--- src/rtl/axi_lrsc_initiator.sv ---
// rtl/axi_lrsc_initiator.sv - single-outstanding AXI initiator for LR/SC and plain load/store
module axi_lrsc_initiator #(
   parameter int AXI_ADDR_WIDTH = 32,
   parameter int AXI_DATA_WIDTH = 64,
   parameter int AXI_ID_WIDTH   = 4,
   parameter int AXI_ID         = 0
) (
   input  logic                        clk_i,
   input  logic                        rst_i,
   input  logic                        req_valid_i,
   output logic                        req_ready_o,
   input  logic [1:0]                  req_op_i,
   input  logic [AXI_ADDR_WIDTH-1:0]   req_addr_i,
   input  logic [AXI_DATA_WIDTH-1:0]   req_wdata_i,
   input  logic [AXI_DATA_WIDTH/8-1:0] req_strb_i,
   output logic                        rsp_valid_o,
   input  logic                        rsp_ready_i,
   output logic [AXI_DATA_WIDTH-1:0]   rsp_rdata_o,
   output logic                        rsp_sc_fail_o,
   output logic                        rsp_err_o,
   output logic [AXI_ADDR_WIDTH-1:0]   mst_ar_addr_o,
   output logic [AXI_ID_WIDTH-1:0]     mst_ar_id_o,
   output logic                        mst_ar_lock_o,
   output logic                        mst_ar_valid_o,
   input  logic                        mst_ar_ready_i,
   output logic [7:0]                  mst_ar_len_o,
   output logic [2:0]                  mst_ar_size_o,
   output logic [1:0]                  mst_ar_burst_o,
   input  logic [AXI_DATA_WIDTH-1:0]   mst_r_data_i,
   input  logic [1:0]                  mst_r_resp_i,
   input  logic [AXI_ID_WIDTH-1:0]     mst_r_id_i,
   input  logic                        mst_r_last_i,
   input  logic                        mst_r_valid_i,
   output logic                        mst_r_ready_o,
   output logic [AXI_ADDR_WIDTH-1:0]   mst_aw_addr_o,
   output logic [AXI_ID_WIDTH-1:0]     mst_aw_id_o,
   output logic                        mst_aw_lock_o,
   output logic                        mst_aw_valid_o,
   input  logic                        mst_aw_ready_i,
   output logic [7:0]                  mst_aw_len_o,
   output logic [2:0]                  mst_aw_size_o,
   output logic [1:0]                  mst_aw_burst_o,
   output logic [5:0]                  mst_aw_atop_o,
   output logic [AXI_DATA_WIDTH-1:0]   mst_w_data_o,
   output logic [AXI_DATA_WIDTH/8-1:0] mst_w_strb_o,
   output logic                        mst_w_last_o,
   output logic                        mst_w_valid_o,
   input  logic                        mst_w_ready_i,
   input  logic [1:0]                  mst_b_resp_i,
   input  logic [AXI_ID_WIDTH-1:0]     mst_b_id_i,
   input  logic                        mst_b_valid_i,
   output logic                        mst_b_ready_o
);

   localparam logic [2:0] S_IDLE = 3'd0;
   localparam logic [2:0] S_AR   = 3'd1;
   localparam logic [2:0] S_R    = 3'd2;
   localparam logic [2:0] S_AWW  = 3'd3;
   localparam logic [2:0] S_B    = 3'd4;
   localparam logic [2:0] S_RSP  = 3'd5;

   localparam logic [AXI_ID_WIDTH-1:0] ID_C   = AXI_ID[AXI_ID_WIDTH-1:0];
   localparam logic [2:0]              SIZE_C = 3'($clog2(AXI_DATA_WIDTH/8));

   logic [2:0]                  r_state;
   logic [1:0]                  r_op;
   logic [AXI_ADDR_WIDTH-1:0]   r_addr;
   logic [AXI_DATA_WIDTH-1:0]   r_wdata;
   logic [AXI_DATA_WIDTH/8-1:0] r_strb;
   logic                        r_aw_done;
   logic                        r_w_done;
   logic [AXI_DATA_WIDTH-1:0]   r_rsp_rdata;
   logic                        r_rsp_fail;
   logic                        r_rsp_err;

   // op[0] selects the write path, op[1]=0 marks an exclusive access
   logic w_excl;
   logic w_aw_hs;
   logic w_w_hs;
   logic w_rid_bad;
   logic w_bid_bad;

   assign w_excl    = ~r_op[1];
   assign w_aw_hs   = mst_aw_valid_o & mst_aw_ready_i;
   assign w_w_hs    = mst_w_valid_o & mst_w_ready_i;
   assign w_rid_bad = (mst_r_id_i != ID_C);
   assign w_bid_bad = (mst_b_id_i != ID_C);

   assign req_ready_o    = (r_state == S_IDLE) & ~rst_i;
   assign rsp_valid_o    = (r_state == S_RSP);
   assign rsp_rdata_o    = r_rsp_rdata;
   assign rsp_sc_fail_o  = r_rsp_fail;
   assign rsp_err_o      = r_rsp_err;

   assign mst_ar_addr_o  = r_addr;
   assign mst_ar_id_o    = ID_C;
   assign mst_ar_lock_o  = w_excl;
   assign mst_ar_valid_o = (r_state == S_AR);
   assign mst_ar_len_o   = 8'd0;
   assign mst_ar_size_o  = SIZE_C;
   assign mst_ar_burst_o = 2'b01;
   assign mst_r_ready_o  = (r_state == S_R);

   assign mst_aw_addr_o  = r_addr;
   assign mst_aw_id_o    = ID_C;
   assign mst_aw_lock_o  = w_excl;
   assign mst_aw_valid_o = (r_state == S_AWW) & ~r_aw_done;
   assign mst_aw_len_o   = 8'd0;
   assign mst_aw_size_o  = SIZE_C;
   assign mst_aw_burst_o = 2'b01;
   assign mst_aw_atop_o  = 6'd0;
   assign mst_w_data_o   = r_wdata;
   assign mst_w_strb_o   = r_strb;
   assign mst_w_last_o   = 1'b1;
   assign mst_w_valid_o  = (r_state == S_AWW) & ~r_w_done;
   assign mst_b_ready_o  = (r_state == S_B);

   // transaction sequencer: capture request, run one AXI transaction, hold the response
   always_ff @(posedge clk_i or posedge rst_i) begin
      if (rst_i) begin
         r_state     <= S_IDLE;
         r_op        <= 2'b00;
         r_addr      <= '0;
         r_wdata     <= '0;
         r_strb      <= '0;
         r_aw_done   <= 1'b0;
         r_w_done    <= 1'b0;
         r_rsp_rdata <= '0;
         r_rsp_fail  <= 1'b0;
         r_rsp_err   <= 1'b0;
      end else begin
         case (r_state)
            S_IDLE: begin
               if (req_valid_i) begin
                  r_op      <= req_op_i;
                  r_addr    <= req_addr_i;
                  r_wdata   <= req_wdata_i;
                  r_strb    <= req_strb_i;
                  r_aw_done <= 1'b0;
                  r_w_done  <= 1'b0;
                  r_state   <= req_op_i[0] ? S_AWW : S_AR;
               end
            end
            S_AR: begin
               if (mst_ar_ready_i) r_state <= S_R;
            end
            S_R: begin
               if (mst_r_valid_i) begin
                  // exclusive reads must see EXOKAY, plain reads must see OKAY
                  r_rsp_rdata <= mst_r_data_i;
                  r_rsp_fail  <= 1'b0;
                  r_rsp_err   <= (mst_r_resp_i != (w_excl ? 2'b01 : 2'b00))
                                 | w_rid_bad | ~mst_r_last_i;
                  r_state     <= S_RSP;
               end
            end
            S_AWW: begin
               if (w_aw_hs) r_aw_done <= 1'b1;
               if (w_w_hs)  r_w_done  <= 1'b1;
               if ((r_aw_done | w_aw_hs) & (r_w_done | w_w_hs)) r_state <= S_B;
            end
            S_B: begin
               if (mst_b_valid_i) begin
                  r_rsp_rdata <= '0;
                  if (w_excl) begin
                     // OKAY on SC means the reservation was lost, not a bus fault
                     r_rsp_fail <= (mst_b_resp_i != 2'b01) | w_bid_bad;
                     r_rsp_err  <= mst_b_resp_i[1] | w_bid_bad;
                  end else begin
                     r_rsp_fail <= 1'b0;
                     r_rsp_err  <= (mst_b_resp_i != 2'b00) | w_bid_bad;
                  end
                  r_state <= S_RSP;
               end
            end
            S_RSP: begin
               if (rsp_ready_i) r_state <= S_IDLE;
            end
            default: r_state <= S_IDLE;
         endcase
      end
   end

endmodule
--- config.mk ---
export PLATFORM = sky130hd
export DESIGN_NAME = axi_lrsc_initiator
export DESIGN_NICKNAME = d
export VERILOG_FILES = /design/src/rtl/axi_lrsc_initiator.sv
export SDC_FILE = /design/constraint.sdc
export NUM_CORES = 1
export LEC_CHECK = 0
export BUFFER_PORTS_ARGS = -buffer_cell sky130_fd_sc_hd__buf_2
export CAP_MARGIN = 10
export CORE_AREA = 4 4 168 170
export DETAILED_ROUTE_END_ITERATION = 7
export DIE_AREA = 0 0 172 174
export SLEW_MARGIN = 20
export SYNTH_ARGS = -nofsm -noshare
export SYNTH_HDL_FRONTEND = slang
export SYNTH_SLANG_ARGS = --single-unit
export TNS_END_PERCENT = 50
--- constraint.sdc ---
create_clock -name clk_i -period 15.5 [get_ports clk_i]
set_input_delay 0.775 -clock clk_i [delete_from_list [all_inputs] [get_ports clk_i]]
set_output_delay 0.775 -clock clk_i [all_outputs]
set_load 0.01 [all_outputs]
==> results of run 1 <==
-- path summary, 6_finish.rpt --
| check | end | slack, ps |
|---|---|---|
| worst min-delay path | rsp_rdata_o[32] | 480 |
| worst max register to register | rsp_sc_fail_o | 12860 |
| worst max-delay path | mst_b_ready_o | 12400 |
| worst min register to register | rsp_rdata_o[32] | 480 |
| min in group asynchronous | r_state[0] | 500 |
| max in group asynchronous | mst_w_data_o[20] | 13510 |
-- registers in the layout, summed over array words and instances, names as in the netlist --
signal,cells
mst_ar_addr_o,32
rsp_sc_fail_o,1
r_state,3
r_op,1
r_w_done,1
rsp_rdata_o,64
mst_w_data_o,64
r_aw_done,1
mst_w_strb_o,8
rsp_err_o,1
-- cell families after synthesis --
group / after synthesis
flip-flops: 176
AND/OR/NAND/NOR: 155
XOR/XNOR: 1
AO/OA/AOI/OAI: 77
other: 2
buffers and inverters: 117
multiplexers: 109
-- area by class of cell --
cell class | count | share of cell area, %
timing repair buffer | 408 | 20.6
multi-input combinational | 383 | 24.6
antenna | 3 | 0.0753
clock inverter | 15 | 1.67
clock buffer | 17 | 4.27
inverter | 6 | 0.276
tap | 341 | 4.28
sequential | 176 | 44.2
-- per-stage QoR --
stage	utilization [%]	hold WS, ps
floorplan	-	473
global placement	35.1	456
detailed placement	35.1	465
CTS	37.3	483
global route	37.3	507
finish	37.3	478
-- layer usage --
metal  vias up  part of all wire, %  GRT usage (%)  wire, um
li1       2721                    -              -         -
met1      2688                   37           14.7      7900
met2       289                   50           24.1     10600
met3        23                   10           5.57      2190
met4         2                  1.7           3.90       350
met5         -                0.052              0        11
-- power groups by stage --
stage / sequential (mW) / combinational [mW] / clock [mW]
floorplan: 0.920 / 0.497 / 0
global placement: 0.833 / 0.907 / 0
detailed placement: 0.839 / 0.923 / 0
CTS: 0.833 / 0.918 / 0.457
global route: 0.862 / 1.00 / 0.478
finish: 0.829 / 0.898 / 0.436
-- cells in the mapped netlist, drive strengths merged --
cell / number
nor4: 1
a21oi: 1
o21ai: 67
inv: 6
nor2b: 1
mux2: 105
nand2b: 1
o211ai: 1
conb: 2
a21o: 1
and3b: 1
nor4b: 2
dfrtp: 176
nand3: 2
o2111a: 1
nor3: 1
a22oi: 1
nand2: 134
buf: 92
or2: 1
nor2: 7
clkbuf: 19
mux2i: 4
nor3b: 2
o31ai: 1
xnor2: 1
o22ai: 2
or4: 2
a2111oi: 2
-- critical path, stage by stage, from the launching register on --
cell,delay [ps]
dfrtp_1,650
inv_1,260
nand3_2,120
buf_4,560
inv_1,80
buf_2,160
==> flow_metrics.env, run 1 <==
export IMPL_ant_nets=0
export IMPL_crit_required_ps=14730
export IMPL_relSlewSlack_pct=35.2
export IMPL_grt_pass1_wl_mm=31.8
export IMPL_post_route_period_util_pct=20.0
export IMPL_hpwl_mm=15.9
export IMPL_tightest_slew_ps=971
export IMPL_worstSetupPathType="flop to output port"
export IMPL_sw_frac_of_total_pct=38.5
export IMPL_yosysWarnings=0
export IMPL_hp_start="rsp_rdata_o[32]"
export IMPL_synth_area_um2=7450
export IMPL_layout_commonest_cell="buf_2"
export IMPL_synthAdderAreaFrac_pct=0
export IMPL_remaining_drc_errors=0
export IMPL_wl_mm=21.1
export IMPL_timing_critical_path_from="r_state[0]"
export IMPL_yosys_cell_types_count=33
export IMPL_coreArea_um2=26700
export IMPL_grt_max_degree=102
export IMPL_rows=60
export IMPL_dr_pass1_iters=4
export IMPL_final_cell_mix="buf_2 (402), dfrtp_1 (176), nand2_1 (134)"
export IMPL_fin_cells=1349
export IMPL_crit_path_end_kind="output port"
export IMPL_cts_tree="done"
export IMPL_crit_arrival_ps=2330
export IMPL_design_die_area_um2=29900
export IMPL_period_needed_ps=3100
export IMPL_ioPinCount=444
export IMPL_synthSimpleGateAreaFrac_pct=8.40
export IMPL_seq_area_um2=4400
export IMPL_final_setup_tns_ps=0
export IMPL_p_switching_mw=0.833
export IMPL_synth_top_family_by_area="multiplexers"
export IMPL_max_cap_violations=0
export IMPL_cp_max_fo=68
export IMPL_grt_total_usage_pct=13.6
export IMPL_io_buffers=402
export IMPL_cts_max_path_buffers=2
export IMPL_yosys_area_top_type="dfrtp_1"
export IMPL_setup_slack_ps=12400
export IMPL_power_per_cell_area_nw_per_um2=217
export IMPL_root_buffer="clkbuf_16"
export IMPL_antenna_found_initial=4
export IMPL_ctsHoldBuffers=0
export IMPL_routabilityCongestion=0.746
export IMPL_insertion_delay_ps=430
export IMPL_grt_pass1_vias=5793
export IMPL_htree_levels=4
export IMPL_clock_skew_ps=13.1
export IMPL_dieHeight_um=174
export IMPL_timing_rr_start="r_state[2]"
export IMPL_clk_pin_slew_worst_paths_ps=70
export IMPL_r2r_cells=5
export IMPL_yosysSeqAreaShare_pct=59.1
export IMPL_rsz0062_at_grt="false"
export IMPL_hold_path_depth=2
export IMPL_numCtsBuffers=17
export IMPL_vias_per_cell=4.24
export IMPL_synth_top_area_share_pct=59.1
export IMPL_clock_power_share_pct=20.2
export IMPL_setup_violations=0
export IMPL_ir_worst_vdd_uv=69.5
export IMPL_intPower_mw=1.33
export IMPL_synth_area_mux_share_pct=16.4
export IMPL_multi_input_area_um2=2460
export IMPL_fp_dieW_um=172
export IMPL_p_comb_share_pct=41.5
export IMPL_wl_per_cell_um=15.6
export IMPL_finalHoldViolations=0
export IMPL_first_iter_violations=168
export IMPL_start_kind="flop"
export IMPL_clkSinkCount=176
export IMPL_synth_area_per_cell_um2=11.7
export IMPL_fin_area_um2=9970
export IMPL_hold_class="flop to flop"
export IMPL_placed_area_um2=9370
export IMPL_postCtsSetupBuffers=0
export IMPL_synthXorXnorAreaFrac_pct=0.118
export IMPL_timing_final_max_slew_violations=0
export IMPL_layout_drive_gt1_share_pct=54.8
export IMPL_synthTopCellsByArea="dfrtp_1 (59%), mux2_2 (16%), buf_4 (7.5%), nand2_1 (6.8%), o21ai_0 (4.4%)"
export IMPL_post_cts_resized=0
export IMPL_dpl_cell_count=1314
export IMPL_area_growth_syn_to_layout_pct=33.8
export IMPL_nets=1184
export IMPL_synth_seq_cells=176
export IMPL_fillers=2703
export IMPL_synth_compound_area_share_pct=5.78
export IMPL_synthesis_instances=637
export IMPL_total_power_mw=2.16
export IMPL_num_vias=5723
export IMPL_power_frac_seq_pct=38.3
export IMPL_max_clock_freq_ghz=0.322
export IMPL_gr_total_overflow=0
export IMPL_dp_slack_ps=12780
export IMPL_start_util_pct=27.9
export IMPL_leakage_nw=5.24
export IMPL_status="finished, final reports clean"
(Power assumes the default switching activity.)
==> inputs of run 2 (changes only) <==
- ABC_AREA: not set -> 1
- CORE_AREA: 4 4 168 170 -> 4 4 172 174
- DIE_AREA: 0 0 172 174 -> 0 0 176 178
- clock period: 15.5 -> 2.5 ns (I/O delays scaled with it)
==> flow_metrics.env, run 2 <==
export IMPL_post_route_period_util_pct=87.6
export IMPL_layout_drive_gt1_share_pct=31.9
export IMPL_crit_path_end_kind="flop"
export IMPL_synth_top_area_share_pct=56.9
export IMPL_synth_async_reset_ratio_pct=100
export IMPL_crit_arrival_ps=2490
export IMPL_insertion_delay_ps=420
export IMPL_clk_pin_slew_worst_paths_ps=70
export IMPL_fillers=2728
export IMPL_postCtsSetupBuffers=0
export IMPL_hpwl_mm=18.2
export IMPL_final_cell_mix="buf_2 (402), nand2_1 (362), dfrtp_1 (176)"
export IMPL_synth_edf_count=0
export IMPL_max_cap_violations=0
export IMPL_fp_dieW_um=176
export IMPL_post_cts_resized=0
export IMPL_placed_area_um2=9670
export IMPL_fin_area_um2=12000
export IMPL_final_setup_tns_ps=0
export IMPL_yosys_cell_types_count=20
export IMPL_dieHeight_um=178
export IMPL_sw_frac_of_total_pct=43.1
export IMPL_clkSinkCount=176
export IMPL_period_needed_ps=2190
export IMPL_synth_most_common_cell="nand2_1"
export IMPL_grt_total_usage_pct=16.7
export IMPL_rows=61
export IMPL_vias_per_cell=4.38
export IMPL_power_per_cell_area_nw_per_um2=1150
export IMPL_root_buffer="clkbuf_16"
export IMPL_cp_max_fo=66
export IMPL_yosysSeqAreaShare_pct=56.9
export IMPL_cpLargestDelayFamily="simple AND/OR/NAND/NOR gates"
export IMPL_grt_max_degree=92
export IMPL_wl_per_cell_um=15.3
export IMPL_area_growth_syn_to_layout_pct=54.5
export IMPL_finalHoldViolations=0
export IMPL_dr_pass1_iters=5
export IMPL_num_vias=7912
export IMPL_io_buffers=402
export IMPL_clock_power_share_pct=19.3
export IMPL_grt_pass1_vias=7802
export IMPL_coreArea_um2=27800
export IMPL_crit_top_cell="nand2_1"
export IMPL_timing_final_max_slew_violations=0
export IMPL_antenna_found_initial=3
export IMPL_cts_tree="done"
export IMPL_ir_worst_vdd_uv=693
export IMPL_tightest_slew_ps=921
export IMPL_synthTopCellsByArea="dfrtp_1 (57%), nand2_1 (18%), buf_4 (7.9%), o21ai_0 (5.8%), nand3_1 (4.6%)"
export IMPL_routabilityCongestion=0.795
export IMPL_grt_pass1_wl_mm=42.2
export IMPL_p_switching_mw=5.91
export IMPL_synth_ff_type="dfrtp_1"
export IMPL_worstPathBufferInverterCount=1
export IMPL_design_die_area_um2=31300
export IMPL_max_clock_freq_ghz=0.457
export IMPL_max_stage_delay_ps=710
export IMPL_hold_class="primary input to flop"
export IMPL_ioPinCount=444
export IMPL_first_iter_violations=384
export IMPL_setup_violations=0
export IMPL_synthesis_instances=900
export IMPL_rsz0062_at_grt="false"
export IMPL_status="finished, final reports clean"
export IMPL_synth_area_um2=7740
export IMPL_wl_mm=27.6
export IMPL_start_kind="flop"
export IMPL_gr_total_overflow=0
export IMPL_worstSetupPathType="flop to flop"
export IMPL_crit_required_ps=2800
export IMPL_ant_nets=0
export IMPL_clock_skew_ps=15.3
export IMPL_cts_max_path_buffers=2
export IMPL_remaining_drc_errors=0
export IMPL_leakage_nw=6.59
export IMPL_yosys_area_top_type="dfrtp_1"
export IMPL_nets=1604
export IMPL_power_frac_seq_pct=36.3
export IMPL_yosysWarnings=0
export IMPL_relSlewSlack_pct=38.5
export IMPL_synthTopCellsByCount="nand2_1 (363), dfrtp_1 (176), o21ai_0 (89)"
export IMPL_synth_seq_cells=176
export IMPL_crit_chain="nor2_1 -> nand2_2 -> nand2_1 -> nand2_1 -> nor2_4 -> clkinv_2 -> nand2_1 -> nand2_1"
export IMPL_slowest_stage="clkinv_2"
export IMPL_fin_cells=1805
export IMPL_start_util_pct=27.9
export IMPL_p_comb_share_pct=44.3
export IMPL_htree_levels=4
export IMPL_layout_commonest_cell="buf_2"
export IMPL_intPower_mw=7.80
export IMPL_synth_area_per_cell_um2=8.61
export IMPL_numCtsBuffers=17
export IMPL_ctsHoldBuffers=171
export IMPL_dpl_cell_count=1599
run 2: final timing paths:
check                                 from          endpoint  slack, ps  depth (start not counted)
max in group asynchronous            rst_i  mst_ar_addr_o[3]       1600                          4
max                             r_state[1]   rsp_rdata_o[17]        310                          8
min reg2reg                rsp_rdata_o[27]   rsp_rdata_o[27]        470                          2
max reg2reg                     r_state[1]   rsp_rdata_o[17]        310                          8
min in group asynchronous            rst_i   mst_w_data_o[1]        170                          3
min                        mst_b_resp_i[0]     rsp_sc_fail_o         70                          4
run 2: cells by family after synthesis:
family | Yosys count | share of synthesized area [%]
AO/OA/AOI/OAI | 113 | 7.30
buffers and inverters | 148 | 11.8
flip-flops | 176 | 56.9
other | 2 | 0.0970
AND/OR/NAND/NOR | 461 | 24.0
run 2: area by class of cell:
type	count	area (um^2)	area share, %
inverter	18	72.6	0.607
sequential	176	4400	36.8
timing repair buffer	584	3860	32.3
antenna	2	5.00	0.0418
clock inverter	13	123	1.03
clock buffer	19	443	3.70
tap	378	473	3.95
multi-input combinational	615	2580	21.6
run 2: power by group through the flow:
stage	logic [mW]	clock network (mW)	registers [mW]
2_1_floorplan	3.23	0	5.52
3_3_place_gp	5.83	0	4.98
3_5_place_dp	5.95	0	4.99
4_1_cts	6.13	2.76	4.98
5_1_grt	6.79	2.85	5.16
6_report	6.08	2.65	4.98
run 2: stage by stage:
step                setup WS, ps  hold slack [ps]  power, mW  util (%)
global placement             457             46.6       10.8      34.8
finish                       310             66.4       13.7      43.1
floorplan                    122              242       8.75         -
detailed placement           408             52.0       10.9      34.8
CTS                          297             6.69       13.9      43.0
global route                83.9             59.9       14.8      43.1
run 2: worst register-to-register path, cell delays in order (launching register included):
cell and delay, ps:
dfrtp_1 450, nor2_1 230, nand2_2 70, nand2_1 70, nand2_1 80, nor2_4 100
clkinv_2 710, nand2_1 290, nand2_1 70
run 2: per-layer routing:
layer | share of wire [%] | GRT usage [%]
met1 | 41 | 20.7
met2 | 48 | 27.6
met3 | 8.5 | 4.92
met4 | 3.1 | 6.73
met5 | 0.047 | 0
==> inputs of run 3 (changes only) <==
- CTS_BUF_LIST: not set -> sky130_fd_sc_hd__clkbuf_2 sky130_fd_sc_hd__clkbuf_4 sky130_fd_sc_hd__clkbuf_8
==> flow_metrics.env, run 3 (synthesis results as in run 2) <==
export IMPL_status="finished, final reports clean"
export IMPL_tightest_slew_ps=918
export IMPL_gr_total_overflow=0
export IMPL_total_power_mw=13.0
export IMPL_relSlewSlack_pct=38.7
export IMPL_placed_area_um2=9670
export IMPL_coreArea_um2=27800
export IMPL_ioPinCount=444
export IMPL_root_buffer="clkbuf_8"
export IMPL_dieHeight_um=178
export IMPL_htree_levels=4
export IMPL_crit_path_end_kind="flop"
export IMPL_ant_nets=0
export IMPL_post_cts_resized=0
export IMPL_hold_class="primary input to flop"
export IMPL_finalHoldViolations=0
export IMPL_rsz0062_at_grt="false"
export IMPL_setup_violations=0
export IMPL_insertion_delay_ps=450
export IMPL_fin_util_pct=42.4
export IMPL_clkSinkCount=176
export IMPL_fp_dieW_um=176
export IMPL_met1_length_mm=11.3
export IMPL_dpl_cell_count=1599
export IMPL_design_die_area_um2=31300
export IMPL_fin_cells=1807
export IMPL_wl_per_cell_um=15.3
export IMPL_start_util_pct=27.9
export IMPL_period_needed_ps=2190
export IMPL_cts_max_path_buffers=2
export IMPL_clk_pin_slew_worst_paths_ps=100
export IMPL_grt_pass1_wl_mm=42.3
export IMPL_leakage_nw=6.51
export IMPL_timing_final_max_slew_violations=0
export IMPL_antenna_found_initial=3
export IMPL_highest_layer="met5"
export IMPL_vias_per_cell=4.37
export IMPL_remaining_drc_errors=0
export IMPL_post_route_period_util_pct=87.8
export IMPL_rows=61
export IMPL_start_kind="flop"
export IMPL_first_iter_violations=362
export IMPL_clock_skew_ps=22.4
export IMPL_final_setup_tns_ps=0
export IMPL_crit_arrival_ps=2510
export IMPL_max_clock_freq_ghz=0.456
export IMPL_fin_area_um2=11800
export IMPL_numCtsBuffers=17
export IMPL_ir_worst_vdd_uv=522
export IMPL_final_cell_mix="buf_2 (402), nand2_1 (362), dfrtp_1 (176)"
export IMPL_area_growth_syn_to_layout_pct=52.2
export IMPL_wl_met3_mm=2.35
export IMPL_num_vias=7902
export IMPL_wl_met2_mm=13.2
export IMPL_crit_required_ps=2820
export IMPL_grt_pass1_vias=7899
export IMPL_worstSetupPathType="flop to flop"
export IMPL_cts_tree="done"
export IMPL_hpwl_mm=18.2
export IMPL_wl_mm=27.7
export IMPL_cp_max_fo=66
export IMPL_io_buffers=402
export IMPL_max_cap_violations=0
export IMPL_routabilityCongestion=0.795
export IMPL_grt_max_degree=92
export IMPL_layout_drive_gt1_share_pct=31.9
export IMPL_dr_pass1_iters=5
export IMPL_layout_commonest_cell="buf_2"
export IMPL_nets=1605
export IMPL_power_per_cell_area_nw_per_um2=1110
export IMPL_grt_total_usage_pct=16.8
-- run 3: through the flow --
step	setup WS [ps]	hold slack [ps]
finish	306	54.4
global route	79.0	37.3
CTS	241	2.85
detailed placement	408	52.0
global placement	457	46.6
floorplan	122	242
-- run 3: final timing paths --
check                                 from                to  slack, ps  cells after the start
setup / recovery                r_state[1]   rsp_rdata_o[17]        310                      8
hold / removal               mst_b_id_i[0]     rsp_sc_fail_o         50                      5
setup reg to reg                r_state[1]   rsp_rdata_o[17]        310                      8
hold reg to reg            rsp_rdata_o[27]   rsp_rdata_o[27]        480                      2
max in group asynchronous            rst_i  mst_ar_addr_o[3]       1630                      4
min in group asynchronous            rst_i   mst_w_data_o[1]        130                      3
-- run 3: layer usage --
metal	vias up	GRT usage, %
met5	-	0
met4	2	6.89
met3	45	4.96
met2	366	27.8
met1	3721	20.5
li1	3768	-
-- run 3: where the power goes --
| part | internal [mW] | switching [mW] | total, mW |
|---|---|---|---|
| combinational | 2.26 | 3.82 | 6.08 |
| clock | 0.772 | 1.22 | 1.99 |
| sequential | 4.19 | 0.787 | 4.98 |
| total | 7.22 | 5.82 | 13.0 |
-- run 3: critical path: stages, from the launching register on --
cell,delay (ps)
dfrtp_1,470
nor2_1,230
nand2_2,70
nand2_1,70
nand2_1,80
nor2_4,100
clkinv_2,700
nand2_1,270
nand2_1,70
-- run 3: timing repair --
item / in CTS / in global routing
hold buffers: 173 / 0
setup buffers: 0 / 0
endpoints found under the hold margin: 348 / 0
-- run 3: final cells by class --
class / instances / area [um^2]
inverter: 18 / 72.6
clock inverter: 13 / 123
fill: 2748 / 16000
clock buffer: 19 / 255
timing repair buffer: 585 / 3870
sequential: 176 / 4400
tap: 378 / 473
antenna: 3 / 7.51
multi-input combinational: 615 / 2580
